$ cat src/rtl/seven_seg_pkg.sv
// Shared definitions for the seven-segment scanner: active-high segment
// patterns ({g,f,e,d,c,b,a}), segment source selector and index sizing helper.
package seven_seg_pkg;

  localparam logic [6:0] SEG_OFF   = 7'h00;
  localparam logic [6:0] SEG_MINUS = 7'h40;

  localparam logic [6:0] HEX_TO_SEG [0:15] = '{
    7'h3F, 7'h06, 7'h5B, 7'h4F,
    7'h66, 7'h6D, 7'h7D, 7'h07,
    7'h7F, 7'h6F, 7'h77, 7'h7C,
    7'h39, 7'h5E, 7'h79, 7'h71
  };

  typedef enum logic [1:0] {
    SRC_BLANK = 2'd0,
    SRC_MINUS = 2'd1,
    SRC_HEX   = 2'd2
  } seg_src_e;

  function automatic int idx_width(input int n);
    int w;
    w = $clog2(n);
    return (w < 1) ? 1 : w;
  endfunction

endpackage

$ cat src/rtl/hex_to_seg_decoder.sv
// Combinational hex nibble to active-high seven-segment pattern ({g..a}).
module hex_to_seg_decoder
  import seven_seg_pkg::*;
(
  input  logic [3:0] nibble_i,
  output logic [6:0] seg_o
);

  // Table lookup of the standard 0-F glyphs
  always_comb begin
    seg_o = SEG_OFF;
    seg_o = HEX_TO_SEG[nibble_i];
  end

endmodule

$ cat src/rtl/seven_seg_scanner.sv
// Multiplexed N-digit seven-segment scanner with double-buffered digit state.
// Optional per-slot anode dimming is built when SEVEN_SEG_DIM_EN is defined.
module seven_seg_scanner
  import seven_seg_pkg::*;
#(
  parameter int NUM_DIGITS     = 8,
  parameter int REFRESH_DIV    = 262144,
  parameter bit SEG_ACTIVE_LOW = 1'b1,
  parameter bit AN_ACTIVE_LOW  = 1'b1
) (
  input  logic                    clk,
  input  logic                    rst,
  input  logic                    load,
  input  logic [4*NUM_DIGITS-1:0] digit_data,
  input  logic [NUM_DIGITS-1:0]   digit_blank,
  input  logic [NUM_DIGITS-1:0]   digit_minus,
  input  logic [NUM_DIGITS-1:0]   dp_in,
`ifdef SEVEN_SEG_DIM_EN
  input  logic [3:0]              bright,
`endif
  output logic [6:0]              seg,
  output logic                    dp,
  output logic [NUM_DIGITS-1:0]   an,
  output logic                    frame_done,
  output logic                    pending
);

  localparam int IDX_W = idx_width(NUM_DIGITS);
  localparam int CNT_W = (REFRESH_DIV > 2) ? $clog2(REFRESH_DIV) : 1;
  localparam int DW    = 4 * NUM_DIGITS;
  localparam int SW    = 7 * NUM_DIGITS;

  localparam logic [CNT_W-1:0]      CNT_LAST = CNT_W'(REFRESH_DIV - 1);
  localparam logic [IDX_W-1:0]      IDX_LAST = IDX_W'(NUM_DIGITS - 1);
  localparam logic [NUM_DIGITS-1:0] AN_DARK  = AN_ACTIVE_LOW ? {NUM_DIGITS{1'b1}} : {NUM_DIGITS{1'b0}};
  localparam logic [6:0]            SEG_DARK = SEG_ACTIVE_LOW ? 7'h7F : 7'h00;
  localparam logic                  DP_DARK  = SEG_ACTIVE_LOW;

  logic [CNT_W-1:0]      cnt_q, cnt_d;
  logic [IDX_W-1:0]      idx_q, idx_d;
  logic [SW-1:0]         shadow_q, shadow_d;
  logic [SW-1:0]         act_q, act_d;
  logic                  pending_q, pending_d;
  logic                  frame_done_q, frame_done_d;
  logic [NUM_DIGITS-1:0] an_q, an_d;
  logic [6:0]            seg_q, seg_d;
  logic                  dp_q, dp_d;

  logic                  tc_s;
  logic                  boundary_s;
  logic [SW-1:0]         in_s;
  logic [DW-1:0]         act_data_s;
  logic [NUM_DIGITS-1:0] act_blank_s;
  logic [NUM_DIGITS-1:0] act_minus_s;
  logic [NUM_DIGITS-1:0] act_dp_s;
  logic [3:0]            sel_nib_s;
  logic [6:0]            dec_seg_s;
  seg_src_e              src_s;
  logic [6:0]            seg_on_s;
  logic                  dp_on_s;
  logic [NUM_DIGITS-1:0] an_on_s;

`ifdef SEVEN_SEG_DIM_EN
  logic [3:0]       bright_q, bright_d;
  logic [CNT_W+4:0] lim_s;
  logic [CNT_W+4:0] cnt_ext_s;
`endif

  assign in_s        = {dp_in, digit_minus, digit_blank, digit_data};
  assign act_data_s  = act_q[DW-1:0];
  assign act_blank_s = act_q[DW +: NUM_DIGITS];
  assign act_minus_s = act_q[DW+NUM_DIGITS +: NUM_DIGITS];
  assign act_dp_s    = act_q[DW+2*NUM_DIGITS +: NUM_DIGITS];

  // Refresh counter and scan index advance
  always_comb begin
    tc_s       = (cnt_q == CNT_LAST);
    boundary_s = tc_s && (idx_q == IDX_LAST);
    cnt_d      = cnt_q + CNT_W'(1'b1);
    idx_d      = idx_q;
    if (tc_s) begin
      cnt_d = {CNT_W{1'b0}};
      if (idx_q == IDX_LAST) begin
        idx_d = {IDX_W{1'b0}};
      end else begin
        idx_d = idx_q + IDX_W'(1'b1);
      end
    end else begin
      idx_d = idx_q;
    end
  end

  // Shadow/active double buffer; a load on the boundary bypasses the shadow wait
  always_comb begin
    shadow_d     = shadow_q;
    act_d        = act_q;
    pending_d    = pending_q;
    frame_done_d = boundary_s;
    if (boundary_s) begin
      pending_d = 1'b0;
      if (load) begin
        shadow_d = in_s;
        act_d    = in_s;
      end else if (pending_q) begin
        act_d = shadow_q;
      end else begin
        act_d = act_q;
      end
    end else if (load) begin
      shadow_d  = in_s;
      pending_d = 1'b1;
    end else begin
      pending_d = pending_q;
    end
  end

  assign sel_nib_s = act_data_s[{idx_q, 2'b00} +: 4];

  hex_to_seg_decoder u_dec (
    .nibble_i (sel_nib_s),
    .seg_o    (dec_seg_s)
  );

  // Per-digit segment source priority: blank > minus > hex
  always_comb begin
    src_s = SRC_HEX;
    if (act_blank_s[idx_q]) begin
      src_s = SRC_BLANK;
    end else if (act_minus_s[idx_q]) begin
      src_s = SRC_MINUS;
    end else begin
      src_s = SRC_HEX;
    end
    case (src_s)
      SRC_BLANK: seg_on_s = SEG_OFF;
      SRC_MINUS: seg_on_s = SEG_MINUS;
      SRC_HEX:   seg_on_s = dec_seg_s;
      default:   seg_on_s = SEG_OFF;
    endcase
    dp_on_s = act_dp_s[idx_q] & ~act_blank_s[idx_q];
  end

`ifdef SEVEN_SEG_DIM_EN
  // Brightness is held for a whole slot; the anode lights for the first part of it
  always_comb begin
    bright_d  = tc_s ? bright : bright_q;
    lim_s     = ((CNT_W+5)'({1'b0, bright_q}) + (CNT_W+5)'(1'b1)) * (CNT_W+5)'(REFRESH_DIV);
    lim_s     = lim_s >> 4;
    cnt_ext_s = (CNT_W+5)'(cnt_q);
    if (cnt_ext_s < lim_s) begin
      an_on_s = NUM_DIGITS'(1'b1) << idx_q;
    end else begin
      an_on_s = {NUM_DIGITS{1'b0}};
    end
  end
`else
  // One anode per slot, lit for the whole slot
  always_comb begin
    an_on_s = NUM_DIGITS'(1'b1) << idx_q;
  end
`endif

  // Board polarity is applied just ahead of the output registers
  always_comb begin
    an_d  = AN_ACTIVE_LOW  ? ~an_on_s  : an_on_s;
    seg_d = SEG_ACTIVE_LOW ? ~seg_on_s : seg_on_s;
    dp_d  = SEG_ACTIVE_LOW ? ~dp_on_s  : dp_on_s;
  end

  // State and output registers
  always_ff @(posedge clk) begin
    if (rst) begin
      cnt_q        <= {CNT_W{1'b0}};
      idx_q        <= {IDX_W{1'b0}};
      shadow_q     <= {SW{1'b0}};
      act_q        <= {SW{1'b0}};
      pending_q    <= 1'b0;
      frame_done_q <= 1'b0;
      an_q         <= AN_DARK;
      seg_q        <= SEG_DARK;
      dp_q         <= DP_DARK;
    end else begin
      cnt_q        <= cnt_d;
      idx_q        <= idx_d;
      shadow_q     <= shadow_d;
      act_q        <= act_d;
      pending_q    <= pending_d;
      frame_done_q <= frame_done_d;
      an_q         <= an_d;
      seg_q        <= seg_d;
      dp_q         <= dp_d;
    end
  end

`ifdef SEVEN_SEG_DIM_EN
  // Reset samples the live brightness so the first slot is already dimmed
  always_ff @(posedge clk) begin
    if (rst) begin
      bright_q <= bright;
    end else begin
      bright_q <= bright_d;
    end
  end
`endif

  assign seg        = seg_q;
  assign dp         = dp_q;
  assign an         = an_q;
  assign frame_done = frame_done_q;
  assign pending    = pending_q;

endmodule

$ cat config.mk
export PLATFORM = sky130hd
export DESIGN_NAME = seven_seg_scanner
export DESIGN_NICKNAME = d
export VERILOG_FILES = /design/src/rtl/seven_seg_pkg.sv /design/src/rtl/hex_to_seg_decoder.sv /design/src/rtl/seven_seg_scanner.sv
export SDC_FILE = /design/constraint.sdc
export NUM_CORES = 1
export LEC_CHECK = 0
export CAP_MARGIN = 20
export CORE_MARGIN = 5
export CORE_UTILIZATION = 52
export DETAILED_ROUTE_END_ITERATION = 10
export HOLD_SLACK_MARGIN = 0.06
export PLACE_DENSITY = 0.75
export SYNTH_ARGS = -nofsm -noshare
export SYNTH_HDL_FRONTEND = slang
export SYNTH_HIERARCHICAL = 1
export SYNTH_SLANG_ARGS = --single-unit
$ cat constraint.sdc
create_clock -name clk -period 3.02 [get_ports clk]
set_input_delay 0.604 -clock clk [delete_from_list [all_inputs] [get_ports clk]]
set_output_delay 0.604 -clock clk [all_outputs]
set_load 0.005 [all_outputs]
After elaboration in Yosys (flattened, before gate mapping)
Memories as Yosys holds them, arrays and structs flattened.
Index checks and enable logic that the tools add are counted.
W data, S select, Z words.
{"block": "word_totals", "ff_bits": 151, "rom_bits": 112, "out_inout_bits": 18, "mem_count": 1}
{"name": "(no name shown)", "depth": 16, "width": 7, "rd": 1, "rd_ports_with_merged_regs": 0, "wr": 0, "line": "hex_to_seg_decoder.sv:12", "text": "seg_o = HEX_TO_SEG[nibble_i];"}
{"block": "op_classes", "reduce_logical": 5, "n_shift": 2, "bitwise": 6, "eq_ne": 4, "addsub": 2, "n_lt_le_gt_ge": 2, "mux": 14}
{"cell": "$mux W56", "n": 2}
{"cell": "$shiftx A32 B6 Y4", "n": 1}
{"cell": "$add A18 B1 Y18 const B", "n": 1}
{"cell": "$eq A18 B18 Y1 const B", "n": 1}
{"cell": "$mux W7", "n": 2}
{"cell": "$pmux W7 S2", "n": 1}
{"cell": "$bmux W1 S3", "n": 3}
{"cell": "$not A8 Y8", "n": 1}
{"cell": "$shl A1 B3 Y8 const A", "n": 1}
{"cell": "$not A7 Y7", "n": 1}
{"cell": "$ge A5 B5 Y1 const B", "n": 1}
{"cell": "$not A4 Y5", "n": 1}
{"cell": "$lt A3 B4 Y1 const B", "n": 1}
{"cell": "$mux W2", "n": 2}
{"cell": "$reduce_or A2 Y1", "n": 2}
{"cell": "$add A3 B1 Y3 const B", "n": 1}
{"cell": "$eq A3 B3 Y1 const B", "n": 1}
{"cell": "$mux W1", "n": 3}
{"cell": "$mux W3", "n": 1}
{"cell": "$eq A2 B1 Y1 const B", "n": 1}
{"cell": "$eq A2 B2 Y1 const B", "n": 1}
{"cell": "$not A1 Y1", "n": 2}
{"cell": "$reduce_and A2 Y1", "n": 1}
{"cell": "$reduce_bool A2 Y1", "n": 1}
{"cell": "other kinds (2)", "n": 2}

Longest topological paths before layout
{"block": "logic_depth", "word_depth": 7, "mapped_depth": 10, "ltp_nobuf": 8}

By module
The synthesis kept the hierarchy.
{"mod": "seven_seg_scanner", "seq_area_each_um2": 3022.9, "cells_each": 555, "area_per_inst_um2": 6182.2, "n_inst": 1}
{"mod": "hex_to_seg_decoder", "seq_area_each_um2": 0.0, "cells_each": 33, "area_per_inst_um2": 290.3, "n_inst": 1}

Least setup slack after synthesis
Ideal clock, no wire load.
{"block": "synth_timing", "path_type": "register to register", "start": "reg idx_q[0]", "end": "reg seg_q[3], in the netlist seg[3]", "setup_slack_ns": 0.443, "arrival_time_ns": 2.518, "path_stages_with_launch": 11, "setup_ns": 0.059, "required_ns": 2.961, "synth_period_minus_slack_ns": 2.577, "path_cell_list": "dfxtp_1 -> clkbuf_1 -> buf_2 -> mux4_2 -> nand2_1 -> nand2_1 -> inv_1 -> ha_1 -> inv_1 -> mux4_1 -> nand2_1"}
{"block": "synth_via", "elab_chain_len": 7, "elab_cells_between_ends": 15}
{"element": "start: declaration", "line": "seven_seg_scanner.sv:40", "text": "logic [IDX_W-1:0] idx_q, idx_d;"}
{"element": "start signal: assignment", "line": "seven_seg_scanner.sv:174", "text": "idx_q <= {IDX_W{1'b0}};"}
{"element": "start signal: assignment", "line": "seven_seg_scanner.sv:184", "text": "idx_q <= idx_d;"}
{"element": "$shiftx A32 B6 Y4", "line": "seven_seg_scanner.sv:117", "text": "assign sel_nib_s = act_data_s[{idx_q, 2'b00} +: 4];"}
{"element": "via sel_nib_s[1]", "line": "seven_seg_scanner.sv:56", "text": "logic [3:0] sel_nib_s;"}
{"element": "$not A4 Y5 (implied by the code)", "line": "hex_to_seg_decoder.sv:12"}
{"element": "$mem_v2 Z16 W7"}
{"element": "$mux W7 (implied by the code) (2 in a row)", "line": "hex_to_seg_decoder.sv:12"}
{"element": "via dec_seg_s[3]", "line": "seven_seg_scanner.sv:57", "text": "logic [6:0] dec_seg_s;"}
{"element": "$pmux W7 S2", "line": "seven_seg_scanner.sv:134", "text": "case (src_s)"}
{"element": "$not A7 Y7", "line": "seven_seg_scanner.sv:166", "text": "seg_d = SEG_ACTIVE_LOW ? ~seg_on_s : seg_on_s;"}
{"element": "end signal: assignment", "line": "seven_seg_scanner.sv:190", "text": "seg_q <= seg_d;"}
{"element": "end: declaration", "line": "seven_seg_scanner.sv:46", "text": "logic [6:0] seg_q, seg_d;"}
The timed path passes the listed nets, and every way through them passes these cells. The select of a mux whose other input is x is not followed.
A chain may end at the register's enable or synchronous reset.

Final worst setup path
{"block": "layout_timing", "start": "reg cnt_q[0]", "end": "reg act_q[33]"}
{"block": "layout_via", "elab_chain_len": 3}
{"element": "start: declaration", "line": "seven_seg_scanner.sv:39", "text": "logic [CNT_W-1:0] cnt_q, cnt_d;"}
{"element": "start signal: assignment", "line": "seven_seg_scanner.sv:173", "text": "cnt_q <= {CNT_W{1'b0}};"}
{"element": "start signal: assignment", "line": "seven_seg_scanner.sv:183", "text": "cnt_q <= cnt_d;"}
{"element": "$eq A18 B18 Y1", "line": "seven_seg_scanner.sv:77", "text": "tc_s = (cnt_q == CNT_LAST);"}
{"element": "$logic_and A1 B1 Y1", "line": "seven_seg_scanner.sv:78", "text": "boundary_s = tc_s && (idx_q == IDX_LAST);"}
{"element": "$reduce_and A2 Y1 (no source line)"}
{"element": "end signal: assignment", "line": "seven_seg_scanner.sv:176", "text": "act_q <= {SW{1'b0}};"}
{"element": "end signal: assignment", "line": "seven_seg_scanner.sv:186", "text": "act_q <= act_d;"}
{"element": "end: declaration", "line": "seven_seg_scanner.sv:42", "text": "logic [SW-1:0] act_q, act_d;"}
Every way passes these cells.

==> impl_metrics.tcl <==
set metrics [dict create \
    ys_warn_count 6 \
    ff2ff_setup_slack_ps 410 \
    drc 0 \
    worstPathRequired_ps 3330 \
    routabilityCongestion 0.792 \
    max_stage_delay_ps 860 \
    r2r.worst_path.cells 5 \
    syn2layout_area_growth_pct 23.0 \
    grt_pass1_vias 4491 \
    place_ws_ps 428 \
    startpoint_type "register" \
    max_freq_mhz 383 \
    run_status "finished, final reports clean" \
    diodes 0 \
    synthCells 588 \
    syn_area_um2 6470 \
    yosysUniqueCellTypes 40 \
    io_pins 77 \
    worst_slew_pin_slew_ps 976 \
    cts_tree "built" \
    synthArstFlopShare_pct 0 \
    cp.arrival_ps 2920 \
    rows 40 \
    crit_path_end_kind "register" \
    rsz0062_at_grt "false" \
    final_hold_viol_count 0 \
    post-route-period-util_pct 86.6 \
    worst-setup-path-type "register to register" \
    ir_worst_vdd_mv 0.377 \
    min_path_type "register to register" \
    layout-drive-gt1-share_pct 18.3 \
    clock-sinks 151 \
    maxCapViolations 0 \
    die_h_um 122 \
    portBuffers 76 \
    dr.pass1.iters 4 \
    ys_seq_area_share_pct 46.7 \
    max_slew_margin_pct 34.9 \
    fin_skew_ps 10.4 \
    postLayoutSetupSlackWorst_ps 406 \
    slowest_stage "or4_4" \
    antenna_found_initial 0 \
    r2r-end "act_q[33]" \
    grt_usage_pct 18.5 \
    synth_edf_count 0 \
    min_delay_path_depth 1 \
    hpwl_um 8550 \
    synth_seq_cells 151 \
    p_leak_uw 0.00335 \
    totalWireLength_um 12800 \
    clock-root-buffer "clkbuf_16" \
    detail_route.vias_per_cell 5.06 \
    wl_per_cell_um 15.3 \
    cts_buffers 17 \
    setup_viol 0 \
    vias 4232 \
    min_period_ps 2610 \
    syn_nets 661 \
    cts_buffer_depth 2 \
    nets 728 \
    clk_latency_ps 420 \
    drtIter0Drc 191 \
    worstHoldStart "cnt_q[17]" \
    cts_hold_buffers 0 \
    ys.flop_type "dfxtp_1" \
    coreArea_um2 12100 \
    worst-path-max-fanout 56 \
    h-tree-depth 4 \
    cts.clk_slew.worst_paths_ps 60 \
    overflow 0 \
    drv_slew 0 \
    grt_max_degree 61 \
    timing.rr.start "cnt_q[0]" \
    powerDensity_nw_per_um2 575 \
    start_util_pct 53.4 \
    grt_pass1_wl_um 21800 \
    cts_setup_buffers 0 \
    dieArea_um2 14800 \
    min_to "cnt_q[17]" \
    setup_tns_ps 0 \
    die_x_um 122 \
    post_cts_resized 0 \
    avgSynthCellArea_um2 11.0 \
    crit_chain "ha_1 -> nand3_1 -> or2_1 -> or4_4 -> mux2_4" \
    finalCoreUtilization_pct 65.7 \
    ant_nets 0 \
]
-- through the flow --
stage / hold WS, ps / instance area (um2) / std cells / power (uW)
after floorplan: 437 / 6470 / 588 / 2230
after global placement: 452 / 7310 / 804 / 2340
after detailed placement: 472 / 7310 / 804 / 2350
after CTS: 487 / 7960 / 836 / 4630
after global routing: 500 / 7960 / 836 / 4750
final: 490 / 7960 / 836 / 4580
-- layout make-up --
class / count / area [um2]
clock buffers: 22 / 484
clock inverters: 10 / 166
fillers: 952 / 4150
inverters: 13 / 48.8
multi-input cells: 388 / 3210
flip-flops and latches: 151 / 3020
well taps: 168 / 210
repair buffers: 84 / 816
-- cells in the final DEF, fill, tap and decap left out, types with 10 or more instances in the layout --
cell type,count
buf_4,10
clkbuf_16,17
clkdlybuf4s50_1,74
dfxtp_1,151
ha_1,14
inv_1,13
mux2_2,21
mux2_4,41
mux2i_1,59
mux4_2,14
nand2_1,37
nor2_1,79
nor2b_1,57
xnor2_1,10
-- worst max-delay path: cells and delay by family (launching register included) --
| family | cells | cell delay, ps |
|---|---|---|
| adders and majority gates | 1 | 200 |
| DFF | 1 | 390 |
| and+or+nand+nor | 3 | 1450 |
| muxes | 1 | 440 |
-- cell families after synthesis --
group / share of synthesized area [%]
flops: 46.7
simple gates: 15.8
mux: 27.6
compound gates: 1.68
fa+ha+maj: 2.71
buf+inv: 3.67
xor+xnor: 1.89
-- worst max-delay path by stage --
stage	endpoint	depth (start not counted)	slack, ps	from
floorplan	seg[3]	10	440	idx_q[0]
global route	act_q[26]	5	260	cnt_q[0]
global placement	act_q[31]	5	500	cnt_q[0]
finish	act_q[33]	5	410	cnt_q[0]
detailed placement	act_q[40]	5	430	cnt_q[0]
CTS	act_q[40]	5	410	cnt_q[0]
-- cell usage after synthesis, types with 2 or more instances --
| library cell | number | area (um2) |
|---|---|---|
| nand4_1 | 5 | 31.3 |
| buf_6 | 6 | 67.6 |
| nor3_1 | 8 | 40.0 |
| xnor2_1 | 10 | 87.6 |
| nor2_1 | 79 | 297 |
| xor2_1 | 4 | 35.0 |
| buf_1 | 2 | 7.51 |
| mux2i_1 | 59 | 591 |
| clkbuf_1 | 21 | 78.8 |
| nand3_1 | 5 | 25.0 |
| mux2_2 | 21 | 236 |
| buf_2 | 7 | 35.0 |
| nand2b_1 | 2 | 12.5 |
| or2_2 | 2 | 12.5 |
| mux2_4 | 41 | 616 |
| ha_1 | 14 | 175 |
| nor2b_1 | 57 | 357 |
| mux4_2 | 14 | 315 |
| inv_1 | 13 | 48.8 |
| o21ai_0 | 2 | 10.0 |
| or2_1 | 2 | 12.5 |
| a21oi_1 | 5 | 25.0 |
| nor4_1 | 5 | 31.3 |
| o31ai_1 | 2 | 15.0 |
| nand2_1 | 37 | 139 |
| dfxtp_1 | 151 | 3020 |
-- flip-flops by register name, indices dropped and copies added (netlist names) --
name	count
idx_q	3
shadow_q	56
act_q	56
dp	1
pending	1
frame_done	1
seg	7
an	8
cnt_q	18
-- metal layers --
metal / share of wire (%) / up-vias / track usage [%]
met1: 46 / 2022 / 23.6
met4: 1.2 / 0 / 6.37
met3: 4.4 / 13 / 5.20
met2: 48 / 73 / 30.1
li1: - / 2124 / -
met5: 0 / - / 0
-- power breakdown --
part | total [uW] | switching (uW) | leakage, uW | internal [uW]
sequential | 2060 | 17.0 | 0.00123 | 2050
combinational | 242 | 111 | 0.00182 | 131
clock | 2280 | 802 | 0.000301 | 1470
total | 4580 | 931 | 0.00335 | 3650
Note: power is estimated with default switching activity, not from simulation.
